--- src/rtl/vga_sync_monitor.sv ---
`timescale 1ns/1ps
// vga_sync_monitor: receive-side VGA timing checker. Rebuilds the raster
// position from hsync/vsync, flags timing violations, tracks lock and emits
// decoded visible pixels. Outputs trail the sampled inputs by two edges.
module vga_sync_monitor #(
  parameter int H_ACTIVE        = 640,
  parameter int H_SYNC          = 96,
  parameter int H_BP            = 48,
  parameter int H_TOTAL         = 800,
  parameter int V_ACTIVE        = 480,
  parameter int V_SYNC          = 2,
  parameter int V_BP            = 33,
  parameter int V_TOTAL         = 525,
  parameter int LOCK_FRAMES     = 2,
  parameter int SYNC_ACTIVE_LOW = 1
) (
  input  logic       clk,
  input  logic       reset,
  input  logic       hsync_in,
  input  logic       vsync_in,
  input  logic [2:0] rgb_in,
  output logic [9:0] pixel_x,
  output logic [9:0] pixel_y,
  output logic [2:0] pixel_rgb,
  output logic       pixel_valid,
  output logic       frame_start,
  output logic       locked,
  output logic       timing_err,
  output logic [7:0] err_count
);
  localparam logic [9:0]  HV0    = 10'(H_SYNC + H_BP);
  localparam logic [9:0]  HV1    = 10'(H_SYNC + H_BP + H_ACTIVE);
  localparam logic [9:0]  VV0    = 10'(V_SYNC + V_BP);
  localparam logic [9:0]  VV1    = 10'(V_SYNC + V_BP + V_ACTIVE);
  localparam logic [10:0] HSW    = 11'(H_SYNC);
  localparam logic [10:0] HTOT   = 11'(H_TOTAL);
  localparam logic [10:0] VTOT   = 11'(V_TOTAL);
  localparam logic [10:0] TMO    = 11'(2 * H_TOTAL);
  localparam logic [3:0]  VSW    = 4'(V_SYNC);
  localparam logic [7:0]  LOCK_N = 8'(LOCK_FRAMES);

  // one sampled video beat, sync already normalised to active-high
  typedef struct packed {
    logic       hs;
    logic       vs;
    logic [2:0] rgb;
  } smp_t;

  typedef enum logic [1:0] {UNLOCKED, COUNTING, LOCKED} lock_t;

  smp_t        s1, s2;          // s2 is s1 one beat later: edge reference, rgb aligned to h
  logic        hs_n, vs_n;
  logic        hs_rise, hs_fall, vs_rise, vs_fall;
  logic [9:0]  h, v;
  logic [3:0]  vcnt;            // hsync edges seen while vsync asserted
  logic [10:0] gap, gap_nxt;    // unsaturated-to-1023 view of h for the timeout
  logic        h_ref, v_ref, to_arm;
  logic        err_hw, err_ll, err_vw, err_fl, err_to, err_any;
  logic        err_q, fs_q;
  logic        vis;
  lock_t       st, st_n;
  logic [7:0]  clean, clean_n;

  assign hs_n    = (SYNC_ACTIVE_LOW != 0) ? ~hsync_in : hsync_in;
  assign vs_n    = (SYNC_ACTIVE_LOW != 0) ? ~vsync_in : vsync_in;
  assign hs_rise =  s1.hs & ~s2.hs;
  assign hs_fall = ~s1.hs &  s2.hs;
  assign vs_rise =  s1.vs & ~s2.vs;
  assign vs_fall = ~s1.vs &  s2.vs;

  // input sampling and one-beat history for edge detection
  always_ff @(posedge clk or posedge reset) begin
    if (reset) begin
      s1 <= '0;
      s2 <= '0;
    end else begin
      s1 <= {hs_n, vs_n, rgb_in};
      s2 <= s1;
    end
  end

  // timing checks, evaluated against the counters before they update
  always_comb begin
    gap_nxt = hs_rise ? 11'd0 : ((gap == 11'h7FF) ? gap : gap + 11'd1);
    err_hw  = hs_fall & h_ref & (({1'b0, h} + 11'd1) != HSW);
    err_ll  = hs_rise & h_ref & (({1'b0, h} + 11'd1) != HTOT);
    err_vw  = vs_fall & v_ref & (vcnt != VSW);
    err_fl  = vs_rise & v_ref & (({1'b0, v} + 11'd1) != VTOT);
    err_to  = to_arm & (gap_nxt == TMO);
    err_any = err_hw | err_ll | err_vw | err_fl | err_to;
  end

  // raster counters, reference flags and timeout arming
  always_ff @(posedge clk or posedge reset) begin
    if (reset) begin
      h      <= '0;
      v      <= '0;
      vcnt   <= '0;
      gap    <= '0;
      h_ref  <= 1'b0;
      v_ref  <= 1'b0;
      to_arm <= 1'b1;
      err_q  <= 1'b0;
      fs_q   <= 1'b0;
    end else begin
      h   <= hs_rise ? 10'd0 : ((h == 10'h3FF) ? h : h + 10'd1);
      gap <= gap_nxt;
      // vsync edge wins over a coincident hsync edge
      if (vs_rise)                    v <= '0;
      else if (hs_rise && v != 10'h3FF) v <= v + 10'd1;
      if (vs_rise)                                 vcnt <= {3'b000, hs_rise};
      else if (s1.vs && hs_rise && vcnt != 4'hF)   vcnt <= vcnt + 4'd1;
      if (hs_rise) h_ref <= 1'b1;
      if (vs_rise) v_ref <= 1'b1;
      if (hs_rise)     to_arm <= 1'b1;
      else if (err_to) to_arm <= 1'b0;
      err_q <= err_any;
      fs_q  <= vs_rise;
    end
  end

  // lock state register
  always_ff @(posedge clk or posedge reset) begin
    if (reset) begin
      st    <= UNLOCKED;
      clean <= '0;
    end else begin
      st    <= st_n;
      clean <= clean_n;
    end
  end

  // lock next state: any error drops lock, the following vsync edge restarts counting
  always_comb begin
    st_n    = st;
    clean_n = clean;
    if (err_any) begin
      st_n    = UNLOCKED;
      clean_n = '0;
    end else if (vs_rise) begin
      unique case (st)
        UNLOCKED: begin
          st_n    = COUNTING;
          clean_n = '0;
        end
        COUNTING: begin
          clean_n = clean + 8'd1;
          if (clean_n == LOCK_N) st_n = LOCKED;
        end
        default: ;
      endcase
    end
  end

  assign vis = (h >= HV0) && (h < HV1) && (v >= VV0) && (v < VV1);

  // output stage
  always_ff @(posedge clk or posedge reset) begin
    if (reset) begin
      pixel_x     <= '0;
      pixel_y     <= '0;
      pixel_rgb   <= '0;
      pixel_valid <= 1'b0;
      frame_start <= 1'b0;
      locked      <= 1'b0;
      timing_err  <= 1'b0;
      err_count   <= '0;
    end else begin
      pixel_x     <= vis ? h - HV0 : 10'd0;
      pixel_y     <= vis ? v - VV0 : 10'd0;
      pixel_rgb   <= vis ? s2.rgb : 3'd0;
      pixel_valid <= (st == LOCKED) & vis;
      frame_start <= fs_q;
      locked      <= (st == LOCKED);
      timing_err  <= err_q;
      if (err_q && err_count != 8'hFF) err_count <= err_count + 8'd1;
    end
  end
endmodule

--- config.mk ---
export PLATFORM = sky130hd
export DESIGN_NAME = vga_sync_monitor
export DESIGN_NICKNAME = d
export VERILOG_FILES = /design/src/rtl/vga_sync_monitor.sv
export SDC_FILE = /design/constraint.sdc
export NUM_CORES = 1
export LEC_CHECK = 0
export CAP_MARGIN = 25
export CORE_AREA = 8 8 125 127
export CTS_CLUSTER_SIZE = 28
export DETAILED_ROUTE_END_ITERATION = 10
export DIE_AREA = 0 0 133 135
export MAX_ROUTING_LAYER = met4
export PLACE_DENSITY = 0.57
export SLEW_MARGIN = 0
export SYNTH_ARGS = -nofsm -noshare
export SYNTH_HDL_FRONTEND = slang
export SYNTH_SLANG_ARGS = --single-unit
--- constraint.sdc ---
create_clock -name clk -period 5.5 [get_ports clk]
set_input_delay 0.55 -clock clk [delete_from_list [all_inputs] [get_ports clk]]
set_output_delay 0.55 -clock clk [all_outputs]
set_load 0.02 [all_outputs]
==> results_dict.tcl <==
set metrics [dict create \
    postCtsResizedCells 0 \
    period_share_pct 49.3 \
    routed_via_density 4.90 \
    initialDrtViolationCount 222 \
    ant_nets 0 \
    htreeDepth 3 \
    maxSlewHeadroom_pct 35.5 \
    start_util_pct 34.1 \
    fmax_ghz 0.369 \
    final_common_cell "dfrtp_1" \
    setup_violations 0 \
    antenna_found_initial 0 \
    grtUsageTotal_pct 10.7 \
    worstMarginPinSlew_ns 0.966 \
    power_frac_seq_pct 47.5 \
    grt_pass1_vias 3290 \
    layoutNonFillerInstCount 684 \
    hold_depth 0 \
    drive_gt1_share_pct 5.95 \
    worstPathRequired_ns 5.73 \
    crit_fanout 11 \
    power_frac_clock_pct 36.3 \
    postCtsHoldBufs 0 \
    postCtsSetupRepairBufs 0 \
    rsz0062_at_grt "no" \
    arrival_ns 2.94 \
    hold_class "reg -> reg" \
    combPwrFrac_pct 16.3 \
    cts_tree "done" \
    num_antenna_cells 0 \
    synthToLayoutAreaGrowth_pct 18.7 \
    grt_max_degree 58 \
    seq_area_frac_synth_pct 51.3 \
    synth_edf_count 0 \
    min_period_ns 2.71 \
    syn_inst 472 \
    cts_sinks 95 \
    hold_viol 0 \
    critPathLaunchType "register" \
    synthDistinctLibCells 58 \
    avgSynthCellArea_um2 9.82 \
    path_class "reg -> reg" \
    synth_nets 492 \
    switching_power_mw 0.475 \
    nNetsFinal 520 \
    ys_ff_latch 95 \
    finalClockSkew_ns 0.00498 \
    dieWidth_um 133 \
    tns_ns 0 \
    powerDensity_nw_per_um2 319 \
    drc_errors 0 \
    place.gp.congestion 0.881 \
    clk_path_buf_depth 2 \
    routedWlPerCell_um 12.7 \
    place_hpwl_um 6180 \
    ff2ff_path_depth 7 \
    finalWorstSetupSlack_ns 2.79 \
    insertion_delay_ns 0.34 \
    fp-row-count 43 \
    firstDrtPassIters 4 \
    die_h_um 135 \
    cts_root_buffer "clkbuf_16" \
    totalWireLength_um 8680 \
    cap_violations 0 \
    maxSlewViolCount 0 \
    yosysWarningCount 0 \
    vdd_drop_max_mv 0.137 \
    cts_buffers 9 \
    synthArstFlopShare_pct 100 \
    pre_cts_ws_ns 2.76 \
    swShare_pct 27.0 \
    ys.flop_type "dfrtp_1" \
    fill_cells 1332 \
    critPathCaptureType "register" \
    power.internal_mw 1.28 \
    pin_count 42 \
    clkTransAtPathRegs_ns 0.06 \
    fp.dieArea_um2 18000 \
    gr-total-overflow 0 \
    dp_cells 669 \
    io_buffers 41 \
    power.leakage_nw 2.37 \
    status "completed" \
    coreArea_um2 13600 \
    grt_first_pass_wirelength_um 15600 \
    syn-cell-area_um2 4640 \
    via_count 3354 \
    layout_common_cells "dfrtp_1 (94), nor2_1 (65), clkdlybuf4s50_1 (41)" \
]
## power by group through the flow
| stage | registers, mW | logic, mW | clock network, mW |
|---|---|---|---|
| floorplan | 0.859 | 0.171 | 0 |
| global placement | 0.843 | 0.287 | 0 |
| detailed placement | 0.847 | 0.290 | 0 |
| CTS | 0.834 | 0.292 | 0.664 |
| global route | 0.847 | 0.322 | 0.686 |
| finish | 0.833 | 0.285 | 0.637 |
## stage by stage
step	hold WS (ns)	power [mW]	area, um^2	util (%)
final	0.348	1.76	5500	40.4
after global routing	0.351	1.86	5500	40.4
after CTS	0.349	1.79	5500	40.4
after detailed placement	0.335	1.14	5190	38.1
after global placement	0.334	1.13	5190	38.1
after floorplan	0.331	1.03	4640	-
## sequential cells by signal, summed over array words and instances, names as in the netlist, 2 cells and up
register and flops:
pixel_rgb 3, pixel_x 10, vcnt 4, v 10, h 10, st 2
s2 5, pixel_y 10, err_count 8, clean 8, s1 5, gap 11
## cell type report
cell class / count / area (um^2) / area share [%]
repair buffers: 44 / 433 / 7.87
inverters: 20 / 77.6 / 1.41
clock inverters: 2 / 38.8 / 0.705
well taps: 180 / 225 / 4.09
clock buffers: 13 / 270 / 4.91
flip-flops and latches: 95 / 2380 / 43.2
multi-input cells: 330 / 2080 / 37.8
## per-layer routing
metal / track usage [%] / part of all wire, % / wire, um / vias up
met5: - / 0 / 0 / -
met2: 16.9 / 48 / 4140 / 70
met3: 3.23 / 5.2 / 452 / 8
met4: 4.35 / 1.3 / 117 / 0
li1: - / - / - / 1682
met1: 12.7 / 46 / 3970 / 1594
## worst paths after layout
path,start,to,slack (ns)
worst max register to register,h[0],st[0],2.79
worst min register to register,s1[2],s2[2],0.35
worst max-delay path,h[0],st[0],2.79
min in group asynchronous,reset,pixel_y[9],0.68
worst min-delay path,s1[2],s2[2],0.35
max in group asynchronous,reset,pixel_x[4],3.88
## kinds of logic after synthesis
group,after synthesis,share of synthesized area [%]
buffers and inverters,47,4.24
adders and majority gates,13,3.51
muxes,5,1.13
AOI/OAI and AO/OA,67,9.55
DFF,95,51.3
and+or+nand+nor,205,22.7
xor gates and xnor gates,40,7.56
## cells in the mapped netlist (3+ instances only)
library cell / n / area (um^2)
dfrtp_1: 94 / 2350
nor2_1: 65 / 244
nand2_1: 31 / 116
xnor2_1: 23 / 201
nor3_1: 22 / 110
a21oi_1: 20 / 100
inv_1: 20 / 75.1
nand3_1: 18 / 90.1
xor2_1: 17 / 149
clkbuf_1: 14 / 52.6
ha_1: 13 / 163
nand4_1: 12 / 75.1
o21ai_0: 11 / 55.1
buf_2: 10 / 50.1
nor2b_1: 8 / 50.1
nand2b_1: 7 / 43.8
and3_1: 6 / 37.5
a211oi_1: 5 / 37.5
and2_1: 5 / 31.3
and4_1: 5 / 43.8
nor4_1: 4 / 25.0
a31oi_1: 3 / 18.8
a41oi_1: 3 / 26.3
mux2i_1: 3 / 30.0
nor3b_1: 3 / 22.5
o211ai_1: 3 / 22.5
o21a_1: 3 / 22.5
o31ai_1: 3 / 22.5
or3_1: 3 / 18.8
## worst max-delay path, cell delays in order (launching register included)
cell	delay, ns
dfrtp_1	0.43
ha_1	0.27
and4_1	0.27
or3b_1	0.36
a41oi_1	0.20
o211ai_1	0.12
nand4bb_1	0.53
a2111oi_2	0.42
Note: power is estimated with default switching activity, not from simulation.
